--- src/rtl/accum_cpu_pkg.sv ---
// Shared definitions for the accumulator CPU: opcode field width, opcode
// values and FSM state codes (the state code is exported on CheckState).
package accum_cpu_pkg;

  localparam int OPC_W = 4;

  typedef logic [OPC_W-1:0] opcode_t;

  localparam opcode_t OP_LOAD   = 4'h0;
  localparam opcode_t OP_STORE  = 4'h1;
  localparam opcode_t OP_ADD    = 4'h2;
  localparam opcode_t OP_SUB    = 4'h3;
  localparam opcode_t OP_INPUT  = 4'h4;
  localparam opcode_t OP_OUTPUT = 4'h5;
  localparam opcode_t OP_JZ     = 4'h6;
  localparam opcode_t OP_JPOS   = 4'h7;
  localparam opcode_t OP_JMP    = 4'h8;
  localparam opcode_t OP_AND    = 4'h9;
  localparam opcode_t OP_OR     = 4'hA;
  localparam opcode_t OP_LDI    = 4'hB;
  localparam opcode_t OP_HALT   = 4'hC;
  localparam opcode_t OP_JC     = 4'hD;

  typedef enum logic [3:0] {
    ST_IDLE   = 4'd0,
    ST_FETCH  = 4'd1,
    ST_DECODE = 4'd2,
    ST_EXEC   = 4'd3,
    ST_INWAIT = 4'd4,
    ST_HALT   = 4'd5
  } state_t;

endpackage

--- src/rtl/accum_cpu_gen2_if.sv ---
// External program-load port. The loader drives it; the CPU consumes it.
interface accum_cpu_gen2_if #(
  parameter int DATA_W = 8,
  parameter int ADDR_W = 4
);
  logic              prog_we;
  logic [ADDR_W-1:0] prog_addr;
  logic [DATA_W-1:0] prog_data;

  modport master (output prog_we, prog_addr, prog_data);
  modport slave  (input  prog_we, prog_addr, prog_data);
endinterface

--- src/rtl/accum_cpu_ctrl.sv ---
// Sequencer for the accumulator CPU: instruction-cycle FSM, Enter edge
// detection and the one-hot step strobes the datapath acts on.
module accum_cpu_ctrl
  import accum_cpu_pkg::*;
(
  input  logic    clk,
  input  logic    rst,
  input  logic    start,
  input  logic    enter,
  input  opcode_t opcode,
  output state_t  state,
  output logic    fetch,
  output logic    decode,
  output logic    exec,
  output logic    capture,
  output logic    restart,
  output logic    load_ok,
  output logic    halt
);

  logic enter_q;
  logic enter_edge;

  // enter_q tracks Enter in every state, so a press already held when
  // INWAIT is entered produces no edge until released and pressed again.
  assign enter_edge = enter && !enter_q;

  assign load_ok = (state == ST_IDLE) || (state == ST_HALT);
  assign restart = load_ok && start;
  assign fetch   = (state == ST_FETCH);
  assign decode  = (state == ST_DECODE);
  assign exec    = (state == ST_EXEC);
  assign capture = (state == ST_INWAIT) && enter_edge;
  assign halt    = (state == ST_HALT);

  always_ff @(posedge clk) begin
    if (rst) begin
      state   <= ST_IDLE;
      enter_q <= 1'b0;
    end else begin
      enter_q <= enter;
      case (state)
        ST_IDLE, ST_HALT: if (start) state <= ST_FETCH;
        ST_FETCH:         state <= ST_DECODE;
        ST_DECODE:        state <= ST_EXEC;
        ST_EXEC: begin
          case (opcode)
            OP_INPUT: state <= ST_INWAIT;
            OP_HALT:  state <= ST_HALT;
            default:  state <= ST_FETCH;
          endcase
        end
        ST_INWAIT:        if (enter_edge) state <= ST_FETCH;
        default:          state <= ST_IDLE;
      endcase
    end
  end

endmodule

--- src/rtl/accum_cpu_gen2.sv ---
// Second-generation accumulator CPU: datapath, registers and the unified
// program/data memory; sequencing comes from accum_cpu_ctrl.
module accum_cpu_gen2
  import accum_cpu_pkg::*;
#(
  parameter int DATA_W = 8,  // must be >= ADDR_W + OPC_W
  parameter int ADDR_W = 4
) (
  input  logic              Clock,
  input  logic              Reset,
  input  logic              Start,
  input  logic              Enter,
  input  logic [DATA_W-1:0] data_in,
  accum_cpu_gen2_if.slave   prog,
  output logic [DATA_W-1:0] dataOut,
  output logic              out_valid,
  output logic [3:0]        CheckState,
  output logic [OPC_W-1:0]  IR,
  output logic              IRload,
  output logic              Halt,
  output logic              Carry
);

  localparam int DEPTH = 2 ** ADDR_W;

  logic [DATA_W-1:0] mem [DEPTH];
  logic [ADDR_W-1:0] pc;
  logic [DATA_W-1:0] acc;
  logic [DATA_W-1:0] ir_word;
  logic [DATA_W-1:0] opnd;

  opcode_t           op;
  logic [ADDR_W-1:0] ir_addr;
  state_t            state;
  logic              do_fetch, do_decode, do_exec, do_capture, do_restart, load_ok;
  logic              store;
  logic              mem_we;
  logic [ADDR_W-1:0] mem_waddr;
  logic [DATA_W-1:0] mem_wdata;

  assign op      = ir_word[DATA_W-1 -: OPC_W];
  assign ir_addr = ir_word[ADDR_W-1:0];

  accum_cpu_ctrl u_ctrl (
    .clk     (Clock),
    .rst     (Reset),
    .start   (Start),
    .enter   (Enter),
    .opcode  (op),
    .state   (state),
    .fetch   (do_fetch),
    .decode  (do_decode),
    .exec    (do_exec),
    .capture (do_capture),
    .restart (do_restart),
    .load_ok (load_ok),
    .halt    (Halt)
  );

  assign CheckState = state;
  assign IR         = op;
  assign IRload     = do_fetch;

  // STORE and program loads are mutually exclusive by state, so one port
  // serves both; a reset cycle suppresses any write in flight.
  assign store     = do_exec && (op == OP_STORE);
  assign mem_we    = !Reset && (store || (load_ok && prog.prog_we));
  assign mem_waddr = store ? ir_addr : prog.prog_addr;
  assign mem_wdata = store ? acc : prog.prog_data;

  // NOTE: the memory array has no reset branch on purpose: program contents
  // survive Reset, and a reset loop over the array would not map onto RAM.
  always_ff @(posedge Clock) begin
    if (mem_we) mem[mem_waddr] <= mem_wdata;
  end

  // NOTE: every register here uses <= so all updates see pre-edge values,
  // e.g. the ADD below reads the old acc while writing the new one.
  always_ff @(posedge Clock) begin
    if (Reset) begin
      pc        <= '0;
      acc       <= '0;
      ir_word   <= '0;
      opnd      <= '0;
      dataOut   <= '0;
      Carry     <= 1'b0;
      out_valid <= 1'b0;
    end else begin
      out_valid <= do_exec && (op == OP_OUTPUT);
      if (do_restart) pc <= '0;
      if (do_fetch) begin
        ir_word <= mem[pc];
        pc      <= pc + 1'b1;
      end
      if (do_decode)  opnd <= mem[ir_addr];
      if (do_capture) acc  <= data_in;
      if (do_exec) begin
        case (op)
          OP_LOAD:   acc <= opnd;
          OP_ADD:    {Carry, acc} <= {1'b0, acc} + {1'b0, opnd};
          OP_SUB: begin
            acc   <= acc - opnd;
            Carry <= (acc >= opnd);
          end
          OP_OUTPUT: dataOut <= acc;
          OP_JZ:     if (acc == '0) pc <= ir_addr;
          OP_JPOS:   if ((acc != '0) && !acc[DATA_W-1]) pc <= ir_addr;
          OP_JMP:    pc <= ir_addr;
          OP_AND:    acc <= acc & opnd;
          OP_OR:     acc <= acc | opnd;
          OP_LDI:    acc <= DATA_W'(ir_addr);
          OP_JC:     if (Carry) pc <= ir_addr;
          default:   ;
        endcase
      end
    end
  end

endmodule

--- src/flat_wrapper.sv ---
// flat-port wrapper written by rule: the top's interface ports become plain ports
module accum_cpu_gen2_flat import accum_cpu_pkg::*;
#(
  parameter int DATA_W = 8,                              
  parameter int ADDR_W = 4
)
  (Clock, Reset, Start, Enter, data_in, dataOut, out_valid, CheckState, IR, IRload, Halt, Carry, prog_prog_we, prog_prog_addr, prog_prog_data);
  accum_cpu_gen2_if #(.DATA_W(DATA_W), .ADDR_W(ADDR_W)) prog_i ();
  input  logic Clock;
  input  logic Reset;
  input  logic Start;
  input  logic Enter;
  input  logic [DATA_W-1:0] data_in;
  output logic [DATA_W-1:0] dataOut;
  output logic out_valid;
  output logic [3:0] CheckState;
  output logic [OPC_W-1:0] IR;
  output logic IRload;
  output logic Halt;
  output logic Carry;
  input wire logic [$bits(prog_i.prog_we)-1:0] prog_prog_we;
  input wire logic [$bits(prog_i.prog_addr)-1:0] prog_prog_addr;
  input wire logic [$bits(prog_i.prog_data)-1:0] prog_prog_data;
  assign prog_i.prog_we = prog_prog_we;
  assign prog_i.prog_addr = prog_prog_addr;
  assign prog_i.prog_data = prog_prog_data;
  accum_cpu_gen2 #(.DATA_W(DATA_W), .ADDR_W(ADDR_W)) u_core (.Clock(Clock), .Reset(Reset), .Start(Start), .Enter(Enter), .data_in(data_in), .prog(prog_i), .dataOut(dataOut), .out_valid(out_valid), .CheckState(CheckState), .IR(IR), .IRload(IRload), .Halt(Halt), .Carry(Carry));
endmodule
--- config.mk ---
export PLATFORM = sky130hd
export DESIGN_NAME = accum_cpu_gen2_flat
export DESIGN_NICKNAME = d
export VERILOG_FILES = /design/src/rtl/accum_cpu_pkg.sv /design/src/rtl/accum_cpu_gen2_if.sv /design/src/rtl/accum_cpu_ctrl.sv /design/src/rtl/accum_cpu_gen2.sv /design/src/flat_wrapper.sv
export SDC_FILE = /design/constraint.sdc
export NUM_CORES = 1
export LEC_CHECK = 0
export ABC_AREA = 1
export BUFFER_PORTS_ARGS = -buffer_cell sky130_fd_sc_hd__buf_2
export CAP_MARGIN = 10
export CORE_MARGIN = 5
export CORE_UTILIZATION = 62
export DETAILED_ROUTE_END_ITERATION = 10
export PLACE_DENSITY = 0.8
export SYNTH_ARGS = -nofsm -noshare
export SYNTH_HDL_FRONTEND = slang
export SYNTH_SLANG_ARGS = --single-unit
--- constraint.sdc ---
create_clock -name Clock -period 2.95 [get_ports Clock]
set_clock_uncertainty 0.2 [all_clocks]
set_input_delay 0.59 -clock Clock [delete_from_list [all_inputs] [get_ports Clock]]
set_output_delay 0.59 -clock Clock [all_outputs]
set_load 0.05 [all_outputs]
# ---- Word level (Yosys, flattened, before mapping)
# Memory sizes are Yosys's and may differ from the RTL's. A register that Yosys moved wholly into a read port is not among the register bits.
# Cells that the tools add are included.
dict set report totals {
  input_bits 25
  mem_bits_rw 128
  mem_count 1
  out_inout_bits 20
  register_bits 27
  word_cells 75
}
# memory depth word_bits read_ports rd_ports_with_merged_regs write_ports line_no
set memory_table {}
lappend memory_table {u_core.mem 16 8 2 2 1 accum_cpu_gen2.sv:26} ;# logic [DATA_W-1:0] mem [DEPTH];
dict set report classes {
  bitwise 2
  n_lt_le_gt_ge 1
  n_eq_ne 20
  n_reduce_logical 22
  add_sub_neg 3
  n_mux 19
}
# cell count
set ops {}
lappend ops {{case mux 8 bit (6 select lines)} 1}
lappend ops {{two-way mux 4 bit} 9}
lappend ops {{== test 4 x 3 -> 1 bit (second input constant)} 6}
lappend ops {{== test 4 bit (second input constant)} 6}
lappend ops {{two-way mux 8 bit} 3}
lappend ops {{case mux 4 bit (5 select lines)} 1}
lappend ops {{== test 4 x 2 -> 1 bit (second input constant)} 4}
lappend ops {{case mux 4 bit (4 select lines)} 1}
lappend ops {{adder 8 x 8 -> 9 bit} 1}
lappend ops {{bitwise AND 8 bit} 1}
lappend ops {{== test 4 x 1 -> 1 bit (second input constant)} 2}
lappend ops {{greater-or-equal comparator 8 bit} 1}
lappend ops {{logical AND 1 bit} 8}
lappend ops {{zero test 4 bit} 2}
lappend ops {{zero test 8 bit} 1}
lappend ops {{OR 8 bit} 1}
lappend ops {{nonzero test 8 bit} 1}
lappend ops {{subtractor 8 bit} 1}
lappend ops {{case mux 3 bit (2 select lines)} 1}
lappend ops {{AND reduction 2 bit} 3}
lappend ops {{adder 4 x 1 -> 4 bit (second input constant)} 1}
lappend ops {{inequality test 2 bit (second input constant)} 2}
lappend ops {{zero test 1 bit} 3}
lappend ops {{logical OR 1 bit} 2}
lappend ops {{4 further kinds} 5}

# ---- Depth between registers and ports, before layout
dict set report logic_depth {
  word_depth 8
  depth_mapped 14
  ltp_nobuf 14
}

# ---- Modules after synthesis
# A second synthesis with hierarchy kept.
dict set report unflattened {
  hier_cells 1279
  area_unflattened_um2 9818.2
}
# mod seq_area_each_um2 cells_per_inst area_each_um2 n_inst
set by_module_without_submodules {}
lappend by_module_without_submodules {accum_cpu_gen2 4604.4 1229 9532.9 1}
lappend by_module_without_submodules {accum_cpu_ctrl 80.1 50 285.3 1}

# ---- Least setup slack after synthesis
# No wires, ideal clock.
dict set report synth_path {
  kind {reg-to-reg}
  start {reg u_core.u_ctrl.state[0]}
  end {mem u_core.mem[0][0] (data pin)}
  arrival_ns 2.276
  slack_ns 0.143
  stages_incl_launch_ff 6
  setup_ns 0.330
  required_ns 2.420
  n_path_buf 1
  period_less_slack_ns 2.807
  cell_sequence {dfxtp_1 nand3_2 nor3_4 inv_4 clkbuf_1 o21ai_0}
}
dict set report synth_via {
  elab_chain_len 3
}
# element line_no
set synth_lines {}
lappend synth_lines {{start: declaration} accum_cpu_ctrl.sv:11} ;# output state_t state,
lappend synth_lines {{start signal: assignment} accum_cpu_ctrl.sv:38} ;# state <= ST_IDLE;
lappend synth_lines {{start signal: assignment} accum_cpu_ctrl.sv:43} ;# ST_IDLE, ST_HALT: if (start) state <= ST_FETCH;
lappend synth_lines {{start signal: assignment} accum_cpu_ctrl.sv:44} ;# ST_FETCH: state <= ST_DECODE;
lappend synth_lines {{== test 4 x 2 -> 1 bit} accum_cpu_ctrl.sv:32} ;# assign exec = (state == ST_EXEC);
lappend synth_lines {{logical AND 1 bit} accum_cpu_gen2.sv:66} ;# assign store = do_exec && (op == OP_STORE);
lappend synth_lines {{two-way mux 8 bit} accum_cpu_gen2.sv:69} ;# assign mem_wdata = store ? acc : prog.prog_data;
lappend synth_lines {{named net u_core.mem_wdata[0]} accum_cpu_gen2.sv:39} ;# logic [DATA_W-1:0] mem_wdata;
lappend synth_lines {{end: declaration} accum_cpu_gen2.sv:26}
# The timed path passes the listed nets, and every way through them passes these cells.

# ---- Worst setup path in the final report
dict set report layout_path {
  start {reg u_core.ir_word[4] (read register of u_core.mem)}
  end {mem u_core.mem[10][2] (enable)}
}
dict set report layout_via {
  elab_chain_len 6
  elab_cells_between_ends 7
  cone_classes {eq/ne (1); mux (3); reduce/logical (3)}
}
# element line_no
set layout_lines {}
lappend layout_lines {{start: declaration} accum_cpu_gen2.sv:29} ;# logic [DATA_W-1:0] ir_word;
lappend layout_lines {{== test 4 x 1 -> 1 bit (*)} accum_cpu_gen2.sv:66}
lappend layout_lines {{logical AND 1 bit (*)} accum_cpu_gen2.sv:66}
lappend layout_lines {{logical OR 1 bit} accum_cpu_gen2.sv:67} ;# assign mem_we = !Reset && (store || (load_ok && prog.prog_we));
lappend layout_lines {{logical AND 1 bit} accum_cpu_gen2.sv:67}
lappend layout_lines {{two-way mux 1 bit} accum_cpu_gen2.sv:74} ;# if (mem_we) mem[mem_waddr] <= mem_wdata;
lappend layout_lines {{two-way mux 1 bit (not written as such)} accum_cpu_gen2.sv:74}
# Every way passes the cells marked *; elsewhere a longest branch is shown, timed or not.

==> reports/metrics.cfg <==
[status]
violated_checks = design-rule violations
run_status = complete, but fails checks

[drt]
drt_pre_antenna_iters = 9
route.detailed.wl_per_inst_um = 19.5
route.detailed.drc = 1
route.vias.total = 8754
drt-vias-per-instance = 6.09
drt-total-wl_um = 28000
final_antenna_net_count = 0
drt_iter0_markers = 1292

[final_layout]
multi_input_comb_area_um2 = 4080
layout-area-overhead-vs-synth_pct = 11.2
post_route_cells_drive_above_1_share = 0.111
diodes_inserted = 0
n_fill_cell = 1174
final_nets = 1266
fin_cells = 1438
area.sequential_um2 = 4690
post-route-cell-area_um2 = 10800

[synthesis]
synth-seq-cells = 170
netlist_area_um2 = 9670
synth.net_count = 1235
yosys_most_used_dff = edfxtp_1
synth.distinct_cells = 37
synth_edf_count = 128
avgSynthCellArea_um2 = 8.17
yosys_warnings = 0
async_flop_share = 0
yosysSeqAreaShare = 0.484
synthesis.instances = 1183

[timing]
rsz0062_at_grt = no
final.setup.tns_ns = 0
setup-violations-final = 0
time_the_final_worst_path_needs_with_i_o_delays_and_setup_ns = 2.64
slew-limit-headroom = 0.486
postLayoutSetupSlackWorst_ns = 0.312
max_clock_freq_ghz = 0.379
timing_worst_slew_pin_value_ns = 0.771
slew_violations = 0
hold_viol = 0
final.period_utilization = 0.894

[power_and_ir_drop]
vdd_drop_max_mv = 0.528
power_mw = 5.94
power_per_cell_area_nw_per_um2 = 552
leakagePower_nw = 4.27

[die]
die_h_um = 135
core.rowCount = 45
boundaryPins = 45
placeableCoreArea_um2 = 15300
floorplan.initialDensity = 0.634
die_area_um2 = 18200
die_width_um = 135

[hold_path]
hp-start = Enter
timing.hold.worst.class = primary input to flop
end_of_the_worst_hold_path = u_core.u_ctrl.enter_q
whs_path_depth = 3

[grt]
number_of_global_route_vias_before_repair = 7840
largest_net_degree_at_the_start_of_global_routing = 77
globalRouteTotalUtil = 0.313
grt.overflow.total = 0
grt_pass1_wl_um = 43500
antenna_found_initial = 0

[worst_setup_path]
timing.rr.end = u_core.mem[10][2]
critical_path_peak_fanout = 17
critical_path_arrival_ns = 2.53
worst_r2r_startpoint = u_core.ir_word[4]
worst-endpoint-required_ns = 2.84
endpoint_kind = flop
reg2reg_depth = 6
worstSetupStartpointType = flop
regToRegSetupSlack_ns = 0.31
critPathKind = flop to flop

[clock_tree]
clk_path_buf_depth = 2
clock_tree.root_cell = clkbuf_16
cts_made_buffers = 17
cts.htree.levels = 4
clock-sinks = 170
cts_tree = yes
clkLatencyLatePin_ns = 0.43
cts.clk_slew.worst_paths_ns = 0.07

[placed_design]
globalplace.congestion = 0.941
dpl-instance-area_um2 = 10200
post-place-ws_ns = 0.211
port_buffers = 43
dpl.cell_count = 1406
hpwl_after_dpl_um = 19800

[run]
maxCapViolCount = 0

[where the power goes]
| part | leakage [nW] | internal (mW) | total (mW) | switching [mW] |
|---|---|---|---|---|
| clock network | 0.272 | 1.11 | 2.11 | 0.998 |
| logic | 2.50 | 0.347 | 1.09 | 0.744 |
| registers | 1.50 | 2.62 | 2.74 | 0.119 |
| total | 4.27 | 4.08 | 5.94 | 1.86 |
[area by class of cell]
type                       instances  share of cell area
clock buffer                      17              0.0396
clock inverter                    15              0.0125
inverter                         164              0.0575
multi-input combinational        782               0.380
tap                              211              0.0246
timing repair buffer              79              0.0498
sequential                       170               0.437
[cell usage after synthesis, drive strengths merged, types with 6 or more instances]
cell type,count,area (µm²)
ha,25,313
nand4,13,81.3
nand2,201,757
dfxtp,42,841
a21oi,125,644
edfxtp,128,3840
inv,159,599
clkbuf,38,143
nand3,152,786
o211ai,70,526
buf,29,145
nor2,73,277
nor3,6,46.3
o21ai,96,480
[worst max path at each step]
stage,from,to,slack [ns],depth (start not counted)
after global placement,u_core.ir_word[5],u_core.mem[10][4],0.33,7
final,u_core.ir_word[4],u_core.mem[10][2],0.31,6
after detailed placement,u_core.u_ctrl.state[2],u_core.mem[10][3],0.21,7
after global routing,u_core.u_ctrl.state[0],u_core.mem[10][2],0.20,6
after CTS,u_core.u_ctrl.state[0],u_core.mem[10][2],0.17,6
after floorplan,u_core.u_ctrl.state[0],u_core.mem[0][0],0.14,5
[timing repair]
item,in CTS,in global routing
gates resized for setup,0,1
setup endpoints to repair,0,4
hold buffers,0,0
setup buffers,0,0
[kinds of logic after synthesis]
group,count (synthesis),share of synthesized area
other cells,1,0.000388
simple gates,454,0.207
xor+xnor,2,0.00181
compound gates,298,0.176
flops,170,0.484
fa+ha+maj,27,0.0365
buf+inv,231,0.0937
[state kept, by name, indices dropped and copies added (netlist names)]
name / count
u_core.Carry: 1
u_core.acc: 8
u_core.opnd: 8
u_core.out_valid: 1
u_core.mem: 128
u_core.u_ctrl.enter_q: 1
u_core.dataOut: 8
u_core.pc: 4
u_core.u_ctrl.state: 3
u_core.ir_word: 8
[stage by stage]
step | hold WS, ns | utilization
final | 0.169 | 0.705
after global routing | 0.191 | 0.705
after CTS | 0.166 | 0.705
after detailed placement | 0.328 | 0.668
after global placement | 0.316 | 0.668
after floorplan | 0.312 | -
[cell usage in the layout, fill, tap and decap left out, types with 2 or more instances in the layout]
cell	synthesis	layout
clkbuf_16	0	17
nand3_2	5	5
o21bai_1	2	2
edfxtp_1	128	128
clkinv_4	0	2
a21oi_2	2	2
o21ai_1	0	8
dfxtp_4	0	2
buf_2	14	43
buf_4	5	32
inv_8	0	4
clkinv_1	5	6
nand3b_1	2	2
o22ai_1	3	3
nor3_1	4	4
nor2_1	72	71
nand4_1	13	13
buf_12	0	4
inv_2	3	3
clkinvlp_4	0	2
clkinv_2	0	2
o21ai_0	96	88
o211ai_1	70	70
inv_1	155	155
nand3_1	147	147
nor2_2	1	2
fa_1	2	2
dfxtp_2	0	2
or2_2	5	5
xor2_1	2	2
a21oi_1	122	122
nand2_1	200	200
ha_1	25	25
inv_6	0	3
dfxtp_1	42	38
[critical path: stages, from the launching register on]
cell	delay, ns
dfxtp_1	0.44
nand2_2	0.15
nor3_4	0.52
inv_4	0.19
a21oi_4	0.28
nand3_2	0.17
nor2_2	0.35
[metal layers]
metal  global-route usage  routed length, µm  vias to the layer above
li1                     -                  -                     4129
met1                0.438              11100                     3948
met2                0.465              12200                      581
met3               0.0861               3560                       96
met4                0.123               1150                        0
met5                    0                  0                        -
Power figures use the tool's default switching activity.
